<file path="src/rtl/nibble_byte_packer_pkg.sv">
// Shared types and widths for the nibble-to-byte packing stage.
package nibble_pkg;

  localparam int NIBBLE_W = 4;
  localparam int BYTE_W   = 8;

  // ST_LOW: waiting for a low nibble. ST_HIGH: low nibble held, waiting for the high one.
  typedef enum logic {
    ST_LOW  = 1'b0,
    ST_HIGH = 1'b1
  } state_e;

endpackage

</file>
<file path="src/rtl/nibble_byte_packer_if.sv">
// Bus bundle between the nibble source, the packer and the byte consumer.
interface nibble_byte_packer_if #(
  parameter int DEPTH = 4
);
  import nibble_pkg::*;

  localparam int CNT_W = $clog2(DEPTH + 1);

  logic [NIBBLE_W-1:0] dataIn;
  logic                validIn;
  logic [BYTE_W-1:0]   byteOut;
  logic                byteValid;
  logic                byteReady;
  logic [CNT_W-1:0]    fifoCount;
  logic                halfPending;
  logic                overflow;
  logic                dropNibble;

  // The packer itself.
  modport slave (
    input  dataIn, validIn, byteReady,
    output byteOut, byteValid, fifoCount, halfPending, overflow, dropNibble
  );

  // Whatever drives nibbles in and consumes bytes out.
  modport master (
    output dataIn, validIn, byteReady,
    input  byteOut, byteValid, fifoCount, halfPending, overflow, dropNibble
  );
endinterface

</file>
<file path="src/rtl/nibble_byte_packer_sync_fifo.sv">
// Synchronous FIFO with a registered head output. A push into a full FIFO is
// accepted only when a pop happens on the same edge. The head register holds
// its last value once the FIFO drains.
module sync_fifo #(
  parameter int WIDTH = 8,
  parameter int DEPTH = 4,
  parameter int CNT_W = $clog2(DEPTH + 1)
) (
  input  logic             clk,
  input  logic             reset,
  input  logic             push,
  input  logic [WIDTH-1:0] wdata,
  input  logic             pop,
  output logic [WIDTH-1:0] rdata,
  output logic             full,
  output logic             empty,
  output logic [CNT_W-1:0] count
);

  localparam int AW = $clog2(DEPTH);

  logic [WIDTH-1:0] mem [DEPTH];
  logic [AW-1:0]    wr_ptr_q, wr_ptr_d;
  logic [AW-1:0]    rd_ptr_q, rd_ptr_d;
  logic [CNT_W-1:0] count_q, count_d;
  logic [WIDTH-1:0] dout_q, dout_d;
  logic             push_ok, pop_ok;

  // Next pointers, occupancy and head value.
  // NOTE: every signal gets a default first, so no path through this block can infer a latch.
  always_comb begin
    pop_ok   = pop && (count_q != '0);
    push_ok  = push && ((count_q != CNT_W'(DEPTH)) || pop_ok);
    wr_ptr_d = wr_ptr_q + AW'(push_ok);
    rd_ptr_d = rd_ptr_q + AW'(pop_ok);
    count_d  = count_q + CNT_W'(push_ok) - CNT_W'(pop_ok);
    dout_d   = dout_q;
    if (count_d != '0) begin
      // The new head may be the entry being written on this very edge.
      dout_d = (push_ok && (wr_ptr_q == rd_ptr_d)) ? wdata : mem[rd_ptr_d];
    end
  end

  // Pointer, count and head registers.
  // NOTE: sequential state uses non-blocking assignments so every flop samples pre-edge values.
  always_ff @(posedge clk) begin
    if (!reset) begin
      wr_ptr_q <= '0;
      rd_ptr_q <= '0;
      count_q  <= '0;
      dout_q   <= '0;
    end else begin
      wr_ptr_q <= wr_ptr_d;
      rd_ptr_q <= rd_ptr_d;
      count_q  <= count_d;
      dout_q   <= dout_d;
    end
  end

  // Storage array write port.
  // NOTE: the array has no reset; entries are only read after being written, and the head register covers the reset value.
  always_ff @(posedge clk) begin
    if (push_ok) begin
      mem[wr_ptr_q] <= wdata;
    end
  end

  assign rdata = dout_q;
  assign full  = (count_q == CNT_W'(DEPTH));
  assign empty = (count_q == '0);
  assign count = count_q;

endmodule

</file>
<file path="src/rtl/nibble_byte_packer.sv">
// Pairs consecutive nibbles into bytes (first nibble low), queues them in a
// byte FIFO, flags bytes lost to a full FIFO, and discards a half byte that
// waited too long for its high nibble.
module nibble_byte_packer
  import nibble_pkg::*;
#(
  parameter int DEPTH   = 4,
  parameter int TIMEOUT = 8,
  parameter int CNT_W   = $clog2(DEPTH + 1)
) (
  input  logic                  clk,
  input  logic                  reset,
  nibble_byte_packer_if.slave   bus
);

  localparam int IDLE_W = $clog2(TIMEOUT + 1);

  state_e              state_q, state_d;
  logic [NIBBLE_W-1:0] low_q, low_d;
  logic [IDLE_W-1:0]   idle_q, idle_d;
  logic                ovf_q, ovf_d;
  logic                drop_q, drop_d;
  logic                push, pop;
  logic [BYTE_W-1:0]   push_byte;
  logic                fifo_full, fifo_empty;
  logic [CNT_W-1:0]    fifo_count;

  // Packing FSM, idle timeout and sticky overflow.
  always_comb begin
    state_d   = state_q;
    low_d     = low_q;
    idle_d    = idle_q;
    drop_d    = 1'b0;
    push      = 1'b0;
    push_byte = {bus.dataIn, low_q};
    pop       = !fifo_empty && bus.byteReady;
    unique case (state_q)
      ST_LOW: begin
        if (bus.validIn) begin
          low_d   = bus.dataIn;
          idle_d  = '0;
          state_d = ST_HIGH;
        end
      end
      ST_HIGH: begin
        if (bus.validIn) begin
          push    = 1'b1;
          idle_d  = '0;
          state_d = ST_LOW;
        end else if (idle_q == IDLE_W'(TIMEOUT - 1)) begin
          drop_d  = 1'b1;
          idle_d  = '0;
          state_d = ST_LOW;
        end else begin
          idle_d  = idle_q + IDLE_W'(1);
        end
      end
      default: state_d = ST_LOW;
    endcase
    ovf_d = ovf_q || (push && fifo_full && !pop);
  end

  // Control state registers.
  always_ff @(posedge clk) begin
    if (!reset) begin
      state_q <= ST_LOW;
      low_q   <= '0;
      idle_q  <= '0;
      ovf_q   <= 1'b0;
      drop_q  <= 1'b0;
    end else begin
      state_q <= state_d;
      low_q   <= low_d;
      idle_q  <= idle_d;
      ovf_q   <= ovf_d;
      drop_q  <= drop_d;
    end
  end

  sync_fifo #(
    .WIDTH (BYTE_W),
    .DEPTH (DEPTH),
    .CNT_W (CNT_W)
  ) u_fifo (
    .clk   (clk),
    .reset (reset),
    .push  (push),
    .wdata (push_byte),
    .pop   (pop),
    .rdata (bus.byteOut),
    .full  (fifo_full),
    .empty (fifo_empty),
    .count (fifo_count)
  );

  assign bus.byteValid   = !fifo_empty;
  assign bus.fifoCount   = fifo_count;
  assign bus.halfPending = (state_q == ST_HIGH);
  assign bus.overflow    = ovf_q;
  assign bus.dropNibble  = drop_q;

endmodule

</file>
<file path="src/flat_wrapper.sv">
// flat-port wrapper written by rule: the top's interface ports become plain ports
module nibble_byte_packer_flat import nibble_pkg::*;
#(
  parameter int DEPTH   = 4,
  parameter int TIMEOUT = 8,
  parameter int CNT_W   = $clog2(DEPTH + 1)
)
  (clk, reset, bus_dataIn, bus_validIn, bus_byteReady, bus_byteOut, bus_byteValid, bus_fifoCount, bus_halfPending, bus_overflow, bus_dropNibble);
  nibble_byte_packer_if #(.DEPTH(DEPTH)) bus_i ();
  input  logic clk;
  input  logic reset;
  input wire logic [$bits(bus_i.dataIn)-1:0] bus_dataIn;
  input wire logic [$bits(bus_i.validIn)-1:0] bus_validIn;
  input wire logic [$bits(bus_i.byteReady)-1:0] bus_byteReady;
  output wire logic [$bits(bus_i.byteOut)-1:0] bus_byteOut;
  output wire logic [$bits(bus_i.byteValid)-1:0] bus_byteValid;
  output wire logic [$bits(bus_i.fifoCount)-1:0] bus_fifoCount;
  output wire logic [$bits(bus_i.halfPending)-1:0] bus_halfPending;
  output wire logic [$bits(bus_i.overflow)-1:0] bus_overflow;
  output wire logic [$bits(bus_i.dropNibble)-1:0] bus_dropNibble;
  assign bus_i.dataIn = bus_dataIn;
  assign bus_i.validIn = bus_validIn;
  assign bus_i.byteReady = bus_byteReady;
  assign bus_byteOut = bus_i.byteOut;
  assign bus_byteValid = bus_i.byteValid;
  assign bus_fifoCount = bus_i.fifoCount;
  assign bus_halfPending = bus_i.halfPending;
  assign bus_overflow = bus_i.overflow;
  assign bus_dropNibble = bus_i.dropNibble;
  nibble_byte_packer #(.DEPTH(DEPTH), .TIMEOUT(TIMEOUT), .CNT_W(CNT_W)) u_core (.clk(clk), .reset(reset), .bus(bus_i));
endmodule
</file>
<file path="config.mk">
export PLATFORM = sky130hd
export DESIGN_NAME = nibble_byte_packer_flat
export DESIGN_NICKNAME = d
export VERILOG_FILES = /design/src/rtl/nibble_byte_packer_pkg.sv /design/src/rtl/nibble_byte_packer_if.sv /design/src/rtl/nibble_byte_packer_sync_fifo.sv /design/src/rtl/nibble_byte_packer.sv /design/src/flat_wrapper.sv
export SDC_FILE = /design/constraint.sdc
export NUM_CORES = 1
export LEC_CHECK = 0
export BUFFER_PORTS_ARGS = -buffer_cell sky130_fd_sc_hd__buf_2
export CORE_MARGIN = 2
export CORE_UTILIZATION = 40
export DETAILED_ROUTE_END_ITERATION = 12
export PLACE_DENSITY = 0.62
export SYNTH_ARGS = -nofsm -noshare
export SYNTH_HDL_FRONTEND = slang
export SYNTH_SLANG_ARGS = --single-unit
</file>
<file path="constraint.sdc">
create_clock -name clk -period 5 [get_ports clk]
set_clock_uncertainty 0.05 [all_clocks]
set_input_delay 1.25 -clock clk [delete_from_list [all_inputs] [get_ports clk]]
set_output_delay 1.25 -clock clk [all_outputs]
set_load 0.01 [all_outputs]
</file>
==> flow_summary.json <==
{
  "dr_total_vias": 1404,
  "fin_nets": 204,
  "wl_per_cell_um": 16.8,
  "ant_nets": 0,
  "clk_latency_ns": 0.34,
  "min_path_type": "reg -> reg",
  "ys_warn_count": 0,
  "power.density_nw_per_um2": 551,
  "max_freq_mhz": 265,
  "synth_top_area_cell": "edfxtp_1",
  "rows": 28,
  "num_io_pins": 23,
  "ys_ff_latch": 58,
  "cp-end-kind": "flip-flop",
  "synth.avg_cell_area_um2": 14.8,
  "grt_first_pass_wirelength_um": 7320,
  "yosysSeqAreaShare_pct": 62.2,
  "grt_overflow": 0,
  "finalWirelength_um": 4540,
  "leakage_nw": 1.11,
  "async_flop_share_pct": 0,
  "dieHeight_um": 81.2,
  "worst_setup_path_start_kind": "input pin",
  "hold_violations": 0,
  "drc": 0,
  "place_area_um2": 2570,
  "rsz0062_at_grt": "false",
  "relSlewSlack_pct": 34.5,
  "design_area_um2": 2780,
  "synth.top_cell.area_share_pct": 40.3,
  "grt_pass1_vias": 1441,
  "ys.flop_type": "edfxtp_1",
  "synth.most_common_cell": "edfxtp_1",
  "gp_congestion": 0.719,
  "hold_buffers": 0,
  "status": "complete, no violations",
  "cts_tree": "built",
  "setup_viol": 0,
  "worstPathArrival_ns": 3.92,
  "period_share_pct": 75.4,
  "hpwl_um": 2880,
  "ys_types": 35,
  "cts.path.max_buffers": 2,
  "cts_resized": 0,
  "ctsRootBufferMaster": "clkbuf_8",
  "worstMarginPinSlew_ns": 0.979,
  "htreeDepth": 3,
  "dieArea_um2": 6590,
  "syn_area_um2": 2380,
  "critPathMaxFanout": 16,
  "pre_cts_ws_ns": 0.936,
  "maxCapViolCount": 0,
  "synthesis.nets": 175,
  "antenna_cells": 0,
  "n_fill_cell": 528,
  "critical_path_class": "in -> reg",
  "drv_slew": 0,
  "synth_edf_count": 32,
  "ir_worst_vdd_mv": 0.272,
  "layout_setup_ws_ns": 1.23,
  "syn_inst": 161,
  "core_area_um2": 5850,
  "grt_use_total_pct": 15.9,
  "synth.top_cells.by_area": "edfxtp_1, dfxtp_1, mux2i_1",
  "dr.pass1.iters": 4,
  "grt_max_degree": 25,
  "io_buffers": 22,
  "fp.dieW_um": 81.2,
  "drtIter0Drc": 91,
  "ys_top_cells_by_count": "edfxtp_1, dfxtp_1, mux2i_1",
  "drive_above_1_share_pct": 22.6,
  "start_util_pct": 40.7,
  "path_clk_slew_ns": 0.06,
  "period_needed_ns": 3.77,
  "vias_per_cell": 5.20,
  "postLayoutCoreUtil_pct": 47.5,
  "clkSinkCount": 58,
  "fin_setup_tns_ns": 0,
  "synthToLayoutAreaGrowth_pct": 16.5,
  "required_ns": 5.15,
  "antenna_found_initial": 0,
  "cts_setup_buffers": 0,
  "cts_buffers": 9
}
[stage by stage]
stage | hold slack [ns] | std cells | power (mW)
floorplan | 0.385 | 161 | 0.990
global placement | 0.395 | 254 | 1.07
detailed placement | 0.403 | 254 | 1.09
CTS | 0.419 | 270 | 1.55
global route | 0.433 | 270 | 1.63
finish | 0.412 | 270 | 1.53
[layer usage]
metal | wire, µm | track usage (%) | part of all wire, % | vias up
met1 | 2030 | 19.8 | 45 | 698
met4 | 123 | 9.66 | 2.7 | 0
li1 | - | - | - | 658
met2 | 2190 | 24.9 | 48 | 36
met5 | 0 | 0 | 0 | -
met3 | 192 | 4.00 | 4.2 | 12
[flip-flops by register name, summed over array words and instances, names as in the netlist, 2 cells and up]
| signal | cells |
|---|---|
| u_core.idle_q | 4 |
| u_core.low_q | 4 |
| u_core.u_fifo.count | 3 |
| u_core.u_fifo.mem | 32 |
| u_core.u_fifo.rd_ptr_q | 2 |
| u_core.u_fifo.rdata | 8 |
| u_core.u_fifo.wr_ptr_q | 2 |
[critical path: stages]
cell	delay [ns]
buf_2	0.10
or4b_1	0.55
nand2_1	0.18
ha_1	0.14
inv_1	0.04
ha_1	0.19
fa_1	0.38
xnor3_1	0.19
or3_1	0.55
o21ai_0	0.28
a21oi_1	0.07
[cell type report]
class                      instances  area (µm²)  share of cell area, %
clock inverter                     7        83.8                   3.02
clock buffer                       9         124                   4.46
tap                               75        93.8                   3.38
multi-input combinational         91         847                   30.5
timing repair buffer              24         125                   4.50
inverter                           6        22.5                  0.811
sequential                        58        1480                   53.3
[cell families after synthesis]
kind of cell	count (synthesis)	share of synthesized area [%]
fa+ha+maj	6	3.46
flops	58	62.2
simple gates	37	9.76
compound gates	21	5.30
xor+xnor	6	3.36
mux	21	13.6
buf+inv	12	2.31
[worst paths after layout]
kind | start | endpoint | slack (ns) | cells after the start
worst max-delay path | bus_byteReady | u_core.u_fifo.rdata[3] | 1.23 | 11
worst min-delay path | u_core.bus.overflow | u_core.bus.overflow | 0.41 | 1
worst max register to register | u_core.u_fifo.count[1] | u_core.u_fifo.rdata[3] | 1.83 | 10
worst min register to register | u_core.bus.overflow | u_core.bus.overflow | 0.41 | 1
[cells in the final DEF, fill, tap and decap left out, types with 2 or more instances in the layout]
| master | n |
|---|---|
| xnor2_1 | 2 |
| xor2_1 | 2 |
| o21a_1 | 2 |
| clkbuf_8 | 9 |
| mux2i_1 | 13 |
| nor2_1 | 4 |
| clkinv_1 | 3 |
| mux4_1 | 4 |
| xnor3_1 | 2 |
| edfxtp_1 | 32 |
| o21ai_2 | 2 |
| mux4_2 | 4 |
| nand2_1 | 4 |
| ha_1 | 5 |
| o21ai_0 | 6 |
| buf_2 | 22 |
| nor2b_1 | 6 |
| bufinv_16 | 2 |
| nor3b_1 | 2 |
| buf_4 | 2 |
| a21oi_1 | 8 |
| dfxtp_1 | 26 |
| and2_1 | 10 |
| inv_1 | 6 |
| or3_1 | 2 |
| nand3b_1 | 2 |
[report_power, final]
part	leakage [nW]	internal [mW]	total, mW	switching (mW)
Sequential	0.505	0.558	0.593	0.0350
Clock	0.102	0.274	0.457	0.183
Combinational	0.505	0.226	0.480	0.254
Total	1.11	1.06	1.53	0.472
(Power assumes the default switching activity.)
